==> src/rtl/conv33_window.sv <==
// 3x3 sliding-window generator: two line buffers feed a column-shift window,
// and each full neighbourhood is registered onto data_* with a conv33_en strobe.
module conv33_window #(
  parameter int DATA_WIDTH = 8,
  parameter int IMG_WIDTH  = 28,
  parameter int IMG_HEIGHT = 28
) (
  input  logic                  clk,
  input  logic                  rst_n,
  input  logic                  frame_sync,
  input  logic [DATA_WIDTH-1:0] pix_in,
  input  logic                  pix_valid,
  output logic [DATA_WIDTH-1:0] data_0_0,
  output logic [DATA_WIDTH-1:0] data_0_1,
  output logic [DATA_WIDTH-1:0] data_0_2,
  output logic [DATA_WIDTH-1:0] data_1_0,
  output logic [DATA_WIDTH-1:0] data_1_1,
  output logic [DATA_WIDTH-1:0] data_1_2,
  output logic [DATA_WIDTH-1:0] data_2_0,
  output logic [DATA_WIDTH-1:0] data_2_1,
  output logic [DATA_WIDTH-1:0] data_2_2,
  output logic                  conv33_en,
  output logic                  frame_done
);

  localparam int CW = $clog2(IMG_WIDTH);
  localparam int RW = $clog2(IMG_HEIGHT);
  localparam logic [CW-1:0] COL_LAST = CW'(IMG_WIDTH - 1);
  localparam logic [RW-1:0] ROW_LAST = RW'(IMG_HEIGHT - 1);

  logic [CW-1:0] r_col;
  logic [RW-1:0] r_row;
  logic          r_en;
  logic          r_done;

  logic [CW-1:0] w_col;
  logic [RW-1:0] w_row;
  logic          w_emit;
  logic          w_last;

  // frame_sync re-labels the current pixel as (0,0) before anything uses the position
  assign w_col  = frame_sync ? '0 : r_col;
  assign w_row  = frame_sync ? '0 : r_row;
  assign w_emit = pix_valid && (w_row >= RW'(2)) && (w_col >= CW'(2));
  assign w_last = (w_row == ROW_LAST) && (w_col == COL_LAST);

  always_ff @(posedge clk or negedge rst_n) begin
    if (!rst_n) begin
      r_col  <= '0;
      r_row  <= '0;
      r_en   <= 1'b0;
      r_done <= 1'b0;
    end else begin
      r_en   <= w_emit;
      r_done <= w_emit && w_last;
      if (pix_valid) begin
        if (w_col == COL_LAST) begin
          r_col <= '0;
          r_row <= (w_row == ROW_LAST) ? '0 : w_row + 1'b1;
        end else begin
          r_col <= w_col + 1'b1;
          r_row <= w_row;
        end
      end else if (frame_sync) begin
        r_col <= '0;
        r_row <= '0;
      end
    end
  end

  // Column-addressed line buffers: entry [col] holds the same column one/two rows up
  logic [DATA_WIDTH-1:0] r_lb_a [IMG_WIDTH];
  logic [DATA_WIDTH-1:0] r_lb_b [IMG_WIDTH];
  logic [DATA_WIDTH-1:0] w_new_col [3];

  assign w_new_col[0] = r_lb_b[w_col];
  assign w_new_col[1] = r_lb_a[w_col];
  assign w_new_col[2] = pix_in;

  always_ff @(posedge clk) begin
    if (pix_valid) begin
      r_lb_a[w_col] <= pix_in;
      r_lb_b[w_col] <= r_lb_a[w_col];
    end
  end

  genvar gi;
  generate
    for (gi = 0; gi < 3; gi++) begin : g_row
      logic [DATA_WIDTH-1:0] r_win_c0;
      logic [DATA_WIDTH-1:0] r_win_c1;
      logic [DATA_WIDTH-1:0] r_d0;
      logic [DATA_WIDTH-1:0] r_d1;
      logic [DATA_WIDTH-1:0] r_d2;

      // Only the two older columns are stored; the newest column comes straight in
      always_ff @(posedge clk) begin
        if (pix_valid) begin
          r_win_c0 <= r_win_c1;
          r_win_c1 <= w_new_col[gi];
        end
      end

      always_ff @(posedge clk or negedge rst_n) begin
        if (!rst_n) begin
          r_d0 <= '0;
          r_d1 <= '0;
          r_d2 <= '0;
        end else if (w_emit) begin
          r_d0 <= r_win_c0;
          r_d1 <= r_win_c1;
          r_d2 <= w_new_col[gi];
        end
      end
    end
  endgenerate

  assign data_0_0   = g_row[0].r_d0;
  assign data_0_1   = g_row[0].r_d1;
  assign data_0_2   = g_row[0].r_d2;
  assign data_1_0   = g_row[1].r_d0;
  assign data_1_1   = g_row[1].r_d1;
  assign data_1_2   = g_row[1].r_d2;
  assign data_2_0   = g_row[2].r_d0;
  assign data_2_1   = g_row[2].r_d1;
  assign data_2_2   = g_row[2].r_d2;
  assign conv33_en  = r_en;
  assign frame_done = r_done;

endmodule

==> config.mk <==
export PLATFORM = sky130hd
export DESIGN_NAME = conv33_window
export DESIGN_NICKNAME = d
export VERILOG_FILES = /design/src/rtl/conv33_window.sv
export SDC_FILE = /design/constraint.sdc
export NUM_CORES = 1
export LEC_CHECK = 0
export BUFFER_PORTS_ARGS = -buffer_cell sky130_fd_sc_hd__buf_2
export CAP_MARGIN = 0
export CORE_ASPECT_RATIO = 0.5
export CORE_UTILIZATION = 55
export DETAILED_ROUTE_END_ITERATION = 12
export PLACE_DENSITY = 0.75
export SLEW_MARGIN = 20
export SYNTH_ARGS = -nofsm -noshare
export SYNTH_HDL_FRONTEND = slang
export SYNTH_SLANG_ARGS = --single-unit
==> constraint.sdc <==
create_clock -name clk -period 2.96 [get_ports clk]
set_input_delay 0.444 -clock clk [delete_from_list [all_inputs] [get_ports clk]]
set_output_delay 0.444 -clock clk [all_outputs]
set_load 0.005 [all_outputs]
* After elaboration in Yosys (flattened, before gate mapping) *
Memory sizes are Yosys's and may differ from the RTL's.
Cells that the tools add are included.

word-level totals
  ROM bits = 0
  bits in registers = 132
  latch bits = 0
  output and inout port bits = 74
  bits of input ports = 12
  bits in writable memories = 448
  memories kept = 2
  logic and storage cells = 40

memories
  name    depth  bits a word  read ports  clocked after memory_dff  write ports  RTL line  RTL
  r_lb_a  28     8            1           0                         1            72        logic [DATA_WIDTH-1:0] r_lb_a [IMG_WIDTH];
  r_lb_b  28     8            1           0                         1            73        logic [DATA_WIDTH-1:0] r_lb_b [IMG_WIDTH];

cells by class
  $add $sub $neg = 2
  bitwise logic cells = 0
  magnitude comparators = 2
  muxes and demuxes = 9
  div/mod/pow operators = 0
  equality and inequality tests = 2
  shifts and indexed selects = 0
  $mul = 0
  reduce and logical (&&, ||, !) cells = 4

operator list
  cell                                                               count
  two-way mux 5 bit                                                  7
  adder 5 x 1 -> 5 bit, second input constant                        2
  == test 5 bit, second input constant                               2
  greater-or-equal comparator 5 x 2 -> 1 bit, second input constant  2
  logical AND 1 bit                                                  4
  two-way mux 1 bit                                                  2

* Depth between registers and ports, before layout *
  depth after elaboration = 5
  depth in mapped cells = 10
  mapped depth without buffers = 6

* Worst setup path before layout *
OpenSTA, ideal clock, no wires.

  path type = register to register
  start point = register r_col[0]
  end point = register g_row[1].r_d2[1] (netlist: data_1_2[1])
  period minus slack after synthesis = 2.771 ns
  slack = 0.189 ns
  cell stages (with the launch flop) = 8
  path buffers = 3
  data required time = 2.833 ns
  setup time = 0.127 ns
  arrival time = 2.643 ns
  path through = dfrtp_1 > buf_2 > buf_2 > buf_2 > mux4_2 > o22ai_1 > o2111ai_1 > mux2_2

RTL lines
  element                   RTL line  RTL
  start: declaration        31        logic [CW-1:0] r_col;
  start signal: assignment  61        r_col <= w_col + 1'b1;
  end signal: assignment    112       r_d2 <= w_new_col[gi];
  end: declaration          94        logic [DATA_WIDTH-1:0] r_d2;

==> results.md <==
- Status: complete, no violations
- Sw Pwr: approximately 3.9 mW
- # rows: 51
- Fin Setup TNS: 0 ns
- Crit path cell chain: buf_4 -> mux4_2 -> o21bai_1 -> a22oi_1 -> a21oi_1 -> buf_4 -> nand2_1 -> buf_4
- Max cap viols: 0
- Power Density: 674 nW/um^2
- First-pass iteration count of the detailed router: 8
- Switching portion of total power: 0.226
- Total global-route track usage: 0.281
- Mux cell area share after synthesis: 0.0691
- Crit-path slowest cell: dfrtp_4
- Synth Area in XOR/XNOR: 0.00118
- FF-to-FF path depth: 8
- Cell Area, Synth: approximately 22000 um^2
- Hold WS: approximately 0.33 ns
- GRT overflow: 0
- CP top delay family: buffers and inverters
- Worst Path Buf+Inv: 3
- Vias in the first global route: approximately 13000
- FMAX: about 340 MHz
- CTS buffer count: 49
- Data arrival, critical path: roughly 3.2 ns
- WS Path Type: register to register
- Post-synth top area share: 0.669
- Global placer's final weighted congestion: between 0.9 and 1
- Worst-margin pin slew: ~0.83 ns
- Routed vias: ~13000
- Rel. slew slack: 0.440
- Yosys warnings: 0
- Avg Inst Size Synth: ~16 um^2
- Final Hold Viols: 0
- Synth Net Count: about 1400
- Final Cycle Share: 0.986
- Compound-Gate Fraction of Synth Area: 0.0712
- Post-synthesis simple-gate area fraction: 0.0736
- Clock share of power: 0.375
- Clk slew on worst S/H paths: roughly 0.07 ns
- First-pass GRT wire length: ~84000 um
- Sequential power share: 0.535
- Net count reported at finish: around 1600
- Post-Route WL: 57300 um
- HPWL after DPL: 36700 um
- Clk sink count: 580
- Mapped Cells: 1365
- Fillers: between 2000 and 3000
- Core box area: around 39000 um^2
- Largest net degree at the start of global routing: 50
- RSZ-0062 raised after global routing: false
- Synth unique cells: 74
- EDFF count, synth: ~500
- Largest family of logic cells by synthesized area: simple AND/OR/NAND/NOR gates
- Min Tclk post-route: about 3 ns
- Ys flop type: edfxtp_1
- WL/cell: 27.2 um
- Chip Height: ~140 um
- Startpoint types: register
- Internal power: approximately 13 mW
- Maximum clock path buffer count: 3
- Area leader, netlist: edfxtp_1
- PortBufs: 85
- Layout area overhead: 15.4%
- Slew Limit Fails: 0
- Max stage delay on crit path: 0.67 ns
- Hold Path Class: primary input to register
- Logic pwr share: 0.090
- Initial antenna violation count: 0
- Final setup fails: 0
- CTS tree: done
- Setup Skew: between 0.02 and 0.03 ns
- Max FO, Critical Path: 29
- Die ar.: around 41000 um^2
- Initial core utilization: 0.566
- Leak pwr: about 9.4 nW
- Adder-cell share of the synthesized area: 0.000562
- Commonest cells in the netlist: edfxtp_1, nand2_1, dfrtp_1
- Routed vias/inst: around 6.4
- Count leader, synth: edfxtp_1
- Clk_lat worst skew: approximately 0.59 ns
- Die width: roughly 290 um
- Maximum vdd drop: roughly 0.00036 V
- CP most frequent cell: buf_4
- Worst path depth: 8
- I/O pins: 86
- Share of layout cells above drive strength 1: 0.230
- 1st-iter DRT viols: approximately 2300
- Register area share after synthesis: 0.763
- Hold-critical path depth: 1
- Antenna Nets Post-Route: 0
- Synth Register Bits: between 500 and 600
- Ys async rst share: 0.145
- Root buf cell: clkbuf_16
- Crit end category: register
- Level count of the clock H-tree: 2
- ANT cells: 0
- Critical Path RT: 3.25 ns
- DRC: 0
- Synth area leaders: edfxtp_1, dfrtp_1, nand2_1
[cell usage in the layout, fill, tap and decap left out, types with 23 or more instances in the layout]
| master | count |
|---|---|
| mux2_2 | 44 |
| buf_4 | 105 |
| nand2_1 | 208 |
| o21ai_0 | 23 |
| buf_2 | 84 |
| edfxtp_1 | 496 |
| nor2_1 | 65 |
| a222oi_1 | 31 |
| clkbuf_16 | 51 |
| dfrtp_1 | 81 |
| mux2i_1 | 50 |
[per-stage QoR]
| stage | cell area [um^2] | setup slack [ns] | power (mW) | utilization | std cells |
|---|---|---|---|---|---|
| 3_5_place_dp | 24100 | 0.0150 | 10.9 | 0.612 | 2016 |
| 6_report | 25700 | 0.0422 | 17.3 | 0.653 | 2108 |
| 5_1_grt | 25700 | 0.00387 | 17.7 | 0.653 | 2108 |
| 3_3_place_gp | 24100 | 0.0786 | 10.9 | 0.612 | 2016 |
| 4_1_cts | 25700 | 0.119 | 17.3 | 0.653 | 2108 |
| 2_1_floorplan | 22300 | 0.189 | 10.2 | - | 1365 |
[metal layers]
metal / GRT usage / up-vias / wire length (um)
li1: - / 5644 / -
met3: 0.0729 / 115 / 7680
met4: 0.0909 / 0 / 1670
met5: 0 / - / 0
met1: 0.401 / 6713 / 22500
met2: 0.424 / 968 / 25500
[power by group through the flow]
stage / registers (mW) / clock network, mW / logic [mW]
floorplan: 9.38 / 0 / 0.863
global placement: 9.43 / 0 / 1.47
detailed placement: 9.43 / 0 / 1.51
CTS: 9.26 / 6.54 / 1.52
global route: 9.27 / 6.86 / 1.62
finish: 9.26 / 6.50 / 1.55
[repair_timing]
item,in CTS,in global routing
hold buffers,1,0
endpoints found under the hold margin,48,0
endpoints found under the setup margin,13,20
setup buffers,0,0
gates resized for setup,1,1
pin swaps,0,0
[worst paths after layout]
check,start,to,slack [ns]
worst max-delay path,r_col[0],r_lb_b[23][3],0.04
worst min register to register,g_row[2].r_win_c0[0],data_2_0[0],0.44
worst min-delay path,pix_valid,g_row[1].r_win_c1[7],0.33
max in group asynchronous,rst_n,data_2_2[5],1.84
worst max register to register,r_col[0],r_lb_b[23][3],0.04
min in group asynchronous,rst_n,data_2_0[7],0.45
[kinds of logic (layout without fill, tap and decap cells)]
kind of cell,count (synthesis),in the layout
flip-flops,580,580
AND/OR/NAND/NOR,362,362
AO/OA/AOI/OAI,205,205
multiplexers,121,121
buffers and inverters,93,306
XOR/XNOR,3,3
adder cells (fa/ha/maj),1,1
[registers in the layout (all words and copies together), names as in the netlist, 24 cells and up]
name / flops
r_lb_a: 224
g_row.r_win_c1: 24
g_row.r_win_c0: 24
r_lb_b: 224
[final cells by class]
cell class              count  area [um^2]  area share
clock buffers              75         1390      0.0540
clock inverters            16          209     0.00813
inverters                   8         30.0     0.00117
multi-input cells         692         4840       0.188
flip-flops and latches    580        17000       0.662
well taps                 530          663      0.0258
repair buffers            207         1560      0.0607
[worst register-to-register path, stage by stage (launching register included)]
cell and delay (ns):
dfrtp_4 0.67, buf_4 0.26, mux4_2 0.57, o21bai_1 0.17
a22oi_1 0.12, a21oi_1 0.33, buf_4 0.19, nand2_1 0.05
buf_4 0.25
(Power assumes the default switching activity.)
